### src/rtl/mux_nto1_stream.sv
// N-to-1 stream multiplexer with valid/ready on every channel and one registered output stage.
// Selection is either a fixed external index or fair round-robin from the last served channel.
module mux_nto1_stream #(
  parameter int unsigned WIDTH    = 8,
  parameter int unsigned CHANNELS = 4,
  localparam int unsigned SELW    = $clog2(CHANNELS)
) (
  input  logic                      clk,
  input  logic                      rst,
  input  logic                      mode,
  input  logic [SELW-1:0]           sel,
  input  logic [CHANNELS-1:0]       in_valid,
  input  logic [CHANNELS*WIDTH-1:0] in_data,
  output logic [CHANNELS-1:0]       in_ready,
  output logic                      out_valid,
  output logic [WIDTH-1:0]          out_data,
  output logic [SELW-1:0]           out_chan,
  input  logic                      out_ready
);

  logic             out_valid_q;
  logic [WIDTH-1:0] out_data_q;
  logic [SELW-1:0]  out_chan_q;
  logic [SELW-1:0]  last_q;

  logic             load_en;
  logic             grant_vld;
  logic [SELW-1:0]  grant;
  logic [WIDTH-1:0] grant_data;
  int unsigned      idx;

  assign load_en = !out_valid_q || out_ready;

  always_comb begin
    grant_vld = 1'b0;
    grant     = '0;
    idx       = 0;
    if (!mode) begin
      // Out-of-range sel simply matches no channel.
      for (int i = 0; i < CHANNELS; i++) begin
        if (int'(sel) == i && in_valid[i]) begin
          grant_vld = 1'b1;
          grant     = SELW'(i);
        end
      end
    end else begin
      // Scan farthest offset first so the nearest requester after last_q wins.
      for (int k = CHANNELS; k >= 1; k--) begin
        idx = (int'(last_q) + k) % CHANNELS;
        for (int i = 0; i < CHANNELS; i++) begin
          if (idx == i && in_valid[i]) begin
            grant_vld = 1'b1;
            grant     = SELW'(i);
          end
        end
      end
    end
  end

  always_comb begin
    grant_data = '0;
    for (int i = 0; i < CHANNELS; i++) begin
      if (grant == SELW'(i)) grant_data = in_data[i*WIDTH +: WIDTH];
    end
  end

  always_comb begin
    in_ready = '0;
    if (!rst && load_en && grant_vld) begin
      for (int i = 0; i < CHANNELS; i++) begin
        if (grant == SELW'(i)) in_ready[i] = 1'b1;
      end
    end
  end

  always_ff @(posedge clk) begin
    if (rst) begin
      out_valid_q <= 1'b0;
      out_data_q  <= '0;
      out_chan_q  <= '0;
      last_q      <= SELW'(CHANNELS - 1);
    end else if (load_en) begin
      if (grant_vld) begin
        out_valid_q <= 1'b1;
        out_data_q  <= grant_data;
        out_chan_q  <= grant;
        last_q      <= grant;
      end else begin
        out_valid_q <= 1'b0;
      end
    end
  end

  assign out_valid = out_valid_q;
  assign out_data  = out_data_q;
  assign out_chan  = out_chan_q;

endmodule

### config.mk
export PLATFORM = sky130hd
export DESIGN_NAME = mux_nto1_stream
export DESIGN_NICKNAME = d
export VERILOG_FILES = /design/src/rtl/mux_nto1_stream.sv
export SDC_FILE = /design/constraint.sdc
export NUM_CORES = 1
export LEC_CHECK = 0
export CORE_MARGIN = 4
export CORE_UTILIZATION = 41
export CTS_CLUSTER_DIAMETER = 200
export DETAILED_ROUTE_END_ITERATION = 10
export GPL_TIMING_DRIVEN = 0
export PLACE_DENSITY = 0.88
export SLEW_MARGIN = 10
export SYNTH_ARGS = -nofsm -noshare
export SYNTH_HDL_FRONTEND = slang
export SYNTH_SLANG_ARGS = --single-unit
### constraint.sdc
create_clock -name clk -period 7.3 [get_ports clk]
set_clock_uncertainty 0.2 [all_clocks]
set_input_delay 2.19 -clock clk [delete_from_list [all_inputs] [get_ports clk]]
set_output_delay 2.19 -clock clk [all_outputs]
set_load 0.02 [all_outputs]
* Word level (Yosys, flattened, before mapping)
Cells that the tools add are included.
** Word-level totals
- Register bits :: 13
- Input port bits :: 42
- Output and inout port bits :: 15
- Word-level logic and storage cells :: 108
** Operators by class
- Add/subtract/negate cells :: 4
- Equality and inequality tests :: 18
- Muxes and demuxes :: 50
- Reductions and logical operators :: 32
** Operators with widths (count)
- 32-bit logical NOT :: 4
- 2-bit two-way mux :: 17
- 8-bit two-way mux :: 4
- 1-bit two-way mux :: 28
- 2-bit == test, second input constant :: 12
- 1-bit logical AND :: 22
- 2-bit by 1-bit == test with 1-bit output, second input constant :: 6
- 2-bit by 1-bit adder with 2-bit output, second input constant :: 2
- 2-bit adder, second input constant :: 2
- 2-bit logical NOT :: 2
- 4-bit two-way mux :: 1
- 1-bit logical NOT :: 2
- 2-bit AND reduction :: 1
- 1-bit logical OR :: 1

* Longest topological paths before layout
Gate-level depths: netlist of the first run.
- Word-level depth :: 24
- Depth in mapped cells :: 9
- Depth with buffers taken out :: 5

* Worst setup path before layout of the first run
OpenSTA, ideal clock, no wires.
- Path type :: input -> output
- From :: input port in_valid[2]
- To :: output port in_ready[1]
- Arrival time :: 3.879 ns
- Data required time :: 4.910 ns
- Path slack :: 1.031 ns
- Cell stages on the path :: 8
- Buffers on the path :: 3
- Cell sequence :: nor2b_1 -> o32a_1 -> buf_2 -> a21o_1 -> buf_6 -> buf_12 -> nand2b_1 -> nor3b_1
** Between the ends
- Longest elaborated chain between the ends :: 19
- Elaborated cells on any way between the ends :: 43
- Classes of those cells :: eq/ne: 1; mux: 36; reduce/logical: 6
** RTL lines
- start: declaration :: RTL line 12 : input logic [CHANNELS-1:0] in_valid,
- 1-bit logical AND :: RTL line 51 : if (idx == i && in_valid[i]) begin
- 2-bit two-way mux (14 in a row) :: RTL line 51
- 2-bit two-way mux :: RTL line 38 : if (!mode) begin
- 2-bit by 1-bit == test with 1-bit output :: RTL line 71 : if (grant == SELW'(i)) in_ready[i] = 1'b1;
- 1-bit two-way mux :: RTL line 71
- 4-bit two-way mux * :: RTL line 69 : if (!rst && load_en && grant_vld) begin
- end: declaration :: RTL line 14 : output logic [CHANNELS-1:0] in_ready,
Every way passes the cells marked *; elsewhere a longest branch is shown, timed or not.

* Worst setup path in the final report of the first run
- From :: input port in_valid[3]
- To :: output port in_ready[2]
** Between the ends
- Longest elaborated chain between the ends :: 18
- Elaborated cells on any way between the ends :: 39
- Classes of those cells :: eq/ne: 1; mux: 32; reduce/logical: 6
** RTL lines (RTL line)
- 1-bit logical AND :: 51
- 2-bit two-way mux (13 in a row) :: 51
- 2-bit two-way mux :: 38
- 2-bit == test :: 71
- 1-bit two-way mux :: 71
- 4-bit two-way mux * :: 69
Marked as above.

==> results of run 1 <==
## placed cells by master (no fill, tap or decap), types with 2 or more instances in the layout
cell	n
a2111oi_1	8
inv_1	9
o32a_1	2
a211oi_1	8
mux2i_1	11
dfxtp_1	13
a21o_1	2
nor3_1	3
clkbuf_2	2
nand3_1	2
nor3b_1	2
nand2_1	5
clkbuf_1	4
nor2_1	10
a21oi_1	6
clkbuf_4	3
clkdlybuf4s50_1	54
nand2b_1	4
nor2b_1	2
a2111oi_0	8
buf_6	4
dlymetal6s2s_1	2
## registers in the layout (all words and copies together), names as in the netlist
register	flops
out_chan	2
out_data	8
out_valid	1
last_q	2
## kinds of logic (layout without fill, tap and decap cells)
| family | after synthesis | in the layout |
|---|---|---|
| and+or+nand+nor | 32 | 32 |
| AOI/OAI and AO/OA | 40 | 40 |
| buffers and inverters | 20 | 80 |
| DFF | 13 | 13 |
| muxes | 13 | 13 |
## worst max path at each step
stage | start | to | slack (ns) | cells after the start
5_1_grt | in_valid[3] | in_ready[2] | 0.03 | 9
4_1_cts | in_valid[1] | in_ready[1] | 0.02 | 10
3_3_place_gp | in_valid[1] | in_ready[1] | 0.08 | 10
2_1_floorplan | in_valid[2] | in_ready[1] | 1.03 | 8
3_5_place_dp | in_valid[1] | in_ready[1] | 0.05 | 10
6_report | in_valid[3] | in_ready[2] | 0.21 | 9
## critical path: stages
cell and delay [ns]:
clkdlybuf4s50_1 0.61, mux2_4 0.21, a21oi_2 0.07, buf_6 0.15, o32ai_1 0.18, clkbuf_2 0.32
nand2_1 0.11, nor3_1 0.19, clkdlybuf4s50_1 0.66
## synthesized netlist by cell type, types with 2 or more instances
| library cell | number |
|---|---|
| nand2_1 | 5 |
| a2111oi_1 | 8 |
| a211oi_1 | 8 |
| nor2b_1 | 2 |
| a21o_1 | 2 |
| a21oi_1 | 6 |
| inv_1 | 9 |
| buf_6 | 4 |
| a2111oi_0 | 8 |
| clkbuf_1 | 4 |
| mux2i_1 | 11 |
| nand3_1 | 2 |
| nor3_1 | 3 |
| nor2_1 | 10 |
| o32a_1 | 2 |
| nand2b_1 | 4 |
| dfxtp_1 | 13 |
| nor3b_1 | 2 |
## where the power goes
| group | internal [mW] | switching (mW) | leakage, nW |
|---|---|---|---|
| clock | 0.0212 | 0.0235 | 0.0150 |
| sequential | 0.0802 | 0.00575 | 0.108 |
| combinational | 0.0644 | 0.0580 | 0.560 |
## per-layer routing
layer  GRT usage  part of all wire
met3      0.0646             0.061
met4      0.0861             0.012
met1       0.235              0.40
met5           0                 0
met2       0.368              0.53
## layout make-up
class | count | area share
Inverter | 9 | 0.0206
Timing Repair Buffer | 56 | 0.345
Sequential cell | 13 | 0.159
Clock buffer | 4 | 0.0160
Tap cell | 28 | 0.0214
Multi-Input combinational cell | 85 | 0.382
Buffer | 11 | 0.0558
## through the flow
step / utilization / setup WS (ns) / hold WS, ns / std cells / area [um2]
floorplan: - / 1.03 / 0.335 / 118 / 1010
global placement: 0.705 / 0.0765 / 0.248 / 202 / 1610
detailed placement: 0.705 / 0.0454 / 0.249 / 202 / 1610
CTS: 0.717 / 0.0195 / 0.263 / 206 / 1630
global route: 0.720 / 0.0334 / 0.306 / 206 / 1640
finish: 0.720 / 0.209 / 0.268 / 206 / 1640
==> reports/results.txt, run 1 <==
Run status - finished clean
Port Buffer Count - 56
Mapped Avg Cell Area - 8.56 um2
Drt pass-1 iters - 4
Row cnt - 17
Count of final max-slew check failures - 0
Compound-Gate Fraction of Synth Area - 0.323
Vias in the first global route - 1252
Synth Area in Simple Gates - 0.161
Initial antenna violation count - 0
Placer congestion estimate - 0.839
Startpoint Class - input port
CTS clk-pin slew, worst paths - 0.08 ns
Worst r2r src - last_q[1]
Area Growth Syn to Fin - 62.2%
Post-CTS Hold Buffers - 0
Routed wire per std cell - 16.2 um
Worst reg2reg path depth - 9
Slew Limit Headroom - 0.635
Clk_lat worst skew - 0.27 ns
Async set-reset flop share out of synthesis - 0
LEAKAGE - 0.683 nW
Min cycle time layout - 7.09 ns
Clock Path Buffers - 2
Worst EP arrival - 4.70 ns
# nets final - 221
Max Cap Viol - 0
Worst Tran Pin Value - 0.534 ns
Core ar. - 2280 um2
Final Cycle Share - 0.971
Syn Nets - 160
Yosys cell types - 33
Root buffer cell - clkbuf_4
Top-area cell type share of the netlist area - 0.258
Mapped cell area - 1010 um2
Synth area leader - dfxtp_1
Sequential area share after synthesis - 0.258
Post-CTS setup buffer count - 0
Largest family of logic cells by synthesized area - compound AO/OA/AOI/OAI gates
CP Class - input port to output pin
Antenna Nets Post-Route - 0
PD cells - 155 nW/um2
CTS sink cnt - 13
YS warnings - 0
CTS tree - done
Routed WL - 3330 um
R2R Path End - out_data[4]
Die area - 3320 um2
Die W - 57.6 um
Final Hold Vio Count - 0
CP Capture Type - output pin
Hold path depth - 2
Via count - 1189
Mux contribution to synthesized area - 0.135
Max FO, Critical Path - 10
EDFF count, synth - 0
Most used DFF post-synth - dfxtp_1
RSZ-0062 raised after global routing - false
Reg-to-reg slack, setup - 5.01 ns
Peak supply drop - 109 uV
I/O pin cnt - 57
Worst Hold End - out_chan[0]
# diodes - 0
Syn Inst Count - 118
Initial core utilization - 0.444
Via density per instance - 5.77
Fraction of layout cells with a size suffix above 1 - 0.0843
Cts repair resizes - 0
Global route total overflow - 0
Total power - 0.253 mW
Global Route Usage Sum - 0.210
Dpl hpwl - 2630 um
Global-route wire length before repair - 5530 um
Filler Cell Count - 185
Total CTS buffers - 3
Worst hold path class - register to register
Finish-stage setup viols - 0
Initial DRC Count - 19
HP Start - out_chan[0]
Synth Area in XOR/XNOR - 0
Die height - 57.6 um
CP required - 4.91 ns
Achievable clock frequency - 141 MHz
Pin count of the biggest net entering global routing - 11
Adder-Cell Fraction of Synth Area - 0
Register cell area after layout - 260 um2
Final setup TNS - 0 ns
Area of the multi-input gates - 626 um2
H-tree Lvls - 1
Drt drc - 0
Synth top area cells - dfxtp_1 (26%), mux2i_1 (11%), a2111oi_1 (7.9%)
Flops & latches, synth - 13
Power figures use the tool's default switching activity.
==> run 2, diff against run 1 <==
--- a/config.mk
+++ b/config.mk
@@ -5,12 +5,13 @@
 export SDC_FILE = /design/constraint.sdc
 export NUM_CORES = 1
 export LEC_CHECK = 0
+export ABC_AREA = 1
 export CORE_MARGIN = 4
-export CORE_UTILIZATION = 41
+export CORE_UTILIZATION = 43
 export CTS_CLUSTER_DIAMETER = 200
 export DETAILED_ROUTE_END_ITERATION = 10
 export GPL_TIMING_DRIVEN = 0
-export PLACE_DENSITY = 0.88
+export PLACE_DENSITY = 0.89
 export SLEW_MARGIN = 10
 export SYNTH_ARGS = -nofsm -noshare
 export SYNTH_HDL_FRONTEND = slang
==> run 2 against run 1 <==
Net effect:
- flip-flop and latch count stayed put
- cell count is 29% higher
- register-to-register slack better by 0.04 ns
- synthesized cell count is 49% higher
- worst hold slack better by 0.0014 ns
- sequential power is 0.8% higher
- area after synthesis is 9.2% higher
- routed wire length is 0.48% lower
- largest power group unchanged
==> reports/results.txt, run 2 <==
Run status - finished clean
CP Capture Type - output pin
Worst Hold Slack - 0.269 ns (+0.00138 ns)
CP Class - input port to output pin
Worst r2r src - last_q[1]
Worst hold path class - register to register
Initial DRC Count - 34 (+15)
CTS tree - done
Most common cell after layout, fill and taps aside - clkdlybuf4s50_1
Drt drc - 0 (unchanged)
Achievable clock frequency - 142 MHz (+0.59%)
Switching power total - 0.122 mW (+40%)
R2R Path End - out_data[0]
Yosys cell types - 27 (-18%)
Syn Nets - 218 (+36%)
Min cycle time layout - 7.05 ns (-0.0417 ns)
Met3 WL - 251 um (+24%)
Core ar. - 2450 um2 (+7.9%)
I/O pin cnt - 57 (unchanged)
Max FFs per register - 8 (unchanged)
# diodes - 0 (unchanged)
HP Start - out_data[4]
Most used DFF post-synth - dfxtp_1
Pin count of the biggest net entering global routing - 11 (unchanged)
Worst Tran Pin Value - 0.393 ns (-0.141 ns)
Vias in the first global route - 1288 (+2.9%)
Worst Hold End - out_data[4]
Mapped Avg Cell Area - 6.26 um2 (-27%)
Drt pass-1 iters - 4 (unchanged)
Internal power - 0.179 mW (+7.8%)
Clock Path Buffers - 2 (unchanged)
Finish-stage setup viols - 0 (unchanged)
Root buffer cell - clkbuf_4
Synth top area cells - dfxtp_1 (24%), nand3_1 (15%), nand2_1 (15%)
YS warnings - 0 (unchanged)
Max Cap Viol - 0 (unchanged)
Most numerous cell in the Yosys netlist - nand2_1
Slew Limit Headroom - 0.738 (+0.103)
Die area - 3440 um2 (+3.5%)
Gate power share - 0.559 (+0.075)
LEAKAGE - 0.815 nW (+19%)
Clk_lat worst skew - 0.28 ns (about the same)
Initial antenna violation count - 0 (unchanged)
RSZ-0062 raised after global routing - false
PD cells - 174 nW/um2 (+13%)
Switch share - 0.406 (+0.0614)
Placer congestion estimate - 0.824 (-1.8%)
Top-area cell type share of the netlist area - 0.236 (-0.0216)
Flops & latches, synth - 13 (unchanged)
Met2 Wirelength - 1630 um (-7.3%)
Top routing layer used - met4
CTS clk-pin slew, worst paths - 0.08 ns (about the same)
Sequential area share after synthesis - 0.236 (-0.0216)
H-tree Lvls - 1 (unchanged)
Async set-reset flop share out of synthesis - 0 (unchanged)
Die height - 58.6 um (+1.7%)
Final Cycle Share - 0.966 (-0.00571)
Syn Inst Count - 176 (+49%)
CP required - 4.91 ns (about the same)
Count of final max-slew check failures - 0 (unchanged)
Worst EP arrival - 4.66 ns (-0.04 ns)
Via count - 1411 (+19%)
Hold path depth - 2 (unchanged)
Startpoint Class - input port
Routed wire per std cell - 12.5 um (-23%)
Metal-1 WL - 1380 um (+3.3%)
Reg-to-reg slack, setup - 5.05 ns (+0.04 ns)
DP Area - 1690 um2 (+5.3%)
# nets final - 278 (+26%)
Final setup TNS - 0 ns (unchanged)
Peak supply drop - 141 uV (+30%)
Worst reg2reg path depth - 21 (+12)
EDFF count, synth - 0 (unchanged)
Initial core utilization - 0.449 (+0.00538)
Setup ws final - 0.251 ns (+0.0417 ns)
Mapped cell area - 1100 um2 (+9.2%)
Routed WL - 3320 um (-0.48%)
Post-synth top cells - nand2_1 (45), nand3_1 (34), inv_1 (18), dfxtp_1 (13), nand4_1 (11)
Max FO, Critical Path - 10 (unchanged)
Final Hold Vio Count - 0 (unchanged)
Post-CTS Hold Buffers - 0 (unchanged)
Global route total overflow - 0 (unchanged)
Fraction of layout cells with a size suffix above 1 - 0.123 (+0.0391)
Total CTS buffers - 3 (unchanged)
Antenna Nets Post-Route - 0 (unchanged)
Most frequent cells in the layout - clkdlybuf4s50_1 (52), nand2_1 (45), nand3_1 (34)
Dpl hpwl - 2720 um (+3.1%)
CTS sink cnt - 13 (unchanged)
Global-route wire length before repair - 5260 um (-5.0%)
Clock share of power - 0.154 (-0.023)
Reg power frac - 0.288 (-0.052)
Post-place setup slack - 0.0573 ns (+0.0119 ns)
Design Area, Final - 1730 um2 (+5.6%)
Die W - 58.6 um (+1.7%)
Synth area leader - dfxtp_1
Area Growth Syn to Fin - 56.9%
Row cnt - 18 (+1)
Via density per instance - 5.32 (-7.7%)
Port Buffer Count - 55 (-1.8%)
Global Route Usage Sum - 0.197 (-0.0132)
[run 2: cell count changes in the layout (fill, tap and decap cells not counted), sizes merged, moves of 3 or more]
cell / change
inv: +13
nand2b: -4
mux2i: -11
nand3: +35
a211oi: -8
clkbuf: -3
a2111oi: -16
nand4: +11
nand2: +43
o21ai: +8
[run 2: worst max-delay path by stage]
stage / start / to / cells past startpoint
after floorplan: sel[0] / in_ready[0] / 9
after CTS: in_valid[3] / in_ready[1] / 11
after global routing: in_valid[3] / in_ready[3] / 15
after detailed placement: in_valid[3] / in_ready[1] / 11
final: in_valid[3] / in_ready[3] / 15
after global placement: in_valid[3] / in_ready[1] / 11
[run 2: routing by layer]
| metal | vias to the layer above | track usage |
|---|---|---|
| li1 | 715 | - |
| met1 | 646 | 0.219 |
| met2 | 43 | 0.356 |
| met3 | 7 | 0.0636 |
| met4 | 0 | 0.0583 |
| met5 | - | 0 |
[run 2: power groups by stage]
stage / logic (mW) / registers, mW / clock network [mW]
floorplan: 0.0928 / 0.0994 / 0
global placement: 0.166 / 0.0879 / 0
detailed placement: 0.168 / 0.0883 / 0
CTS: 0.169 / 0.0866 / 0.0476
global route: 0.185 / 0.0879 / 0.0501
finish: 0.168 / 0.0866 / 0.0463
[run 2: final cells by class]
| type | count | area [um2] |
|---|---|---|
| multi-input cells | 133 | 693 |
| fillers | 206 | 726 |
| inverters | 22 | 85.1 |
| clock buffers | 4 | 26.3 |
| flip-flops and latches | 13 | 260 |
| plain buffers | 8 | 68.8 |
| well taps | 30 | 37.5 |
| repair buffers | 55 | 558 |
[run 2: cells by family after synthesis]
group                  after synthesis  synth area share
AND/OR/NAND/NOR                    110             0.490
flip-flops                          13             0.236
buffers and inverters               30             0.137
AO/OA/AOI/OAI                       23             0.136
[run 2: critical path, cell delays in order]
cell,delay [ns]
clkdlybuf4s50_1,0.62
nand3_2,0.12
nand2_1,0.08
nand2_1,0.05
nand3_1,0.06
nand3_1,0.07
nand3_1,0.07
nand3_1,0.07
nand3_1,0.07
nand2_1,0.13
inv_2,0.15
nand3_4,0.11
buf_6,0.18
nor2_1,0.09
clkdlybuf4s50_1,0.61
[run 2: timing repair]
action	4_1_cts	5_1_grt
setup endpoints to repair	0	4
buffers inserted	0	0
resized for setup	0	5
[run 2: through the flow]
| stage | std cells | power [mW] | util |
|---|---|---|---|
| 6_report | 265 | 0.301 | 0.704 |
| 5_1_grt | 265 | 0.322 | 0.704 |
| 4_1_cts | 265 | 0.303 | 0.699 |
| 3_5_place_dp | 261 | 0.256 | 0.689 |
| 3_3_place_gp | 261 | 0.253 | 0.689 |
| 2_1_floorplan | 176 | 0.192 | - |
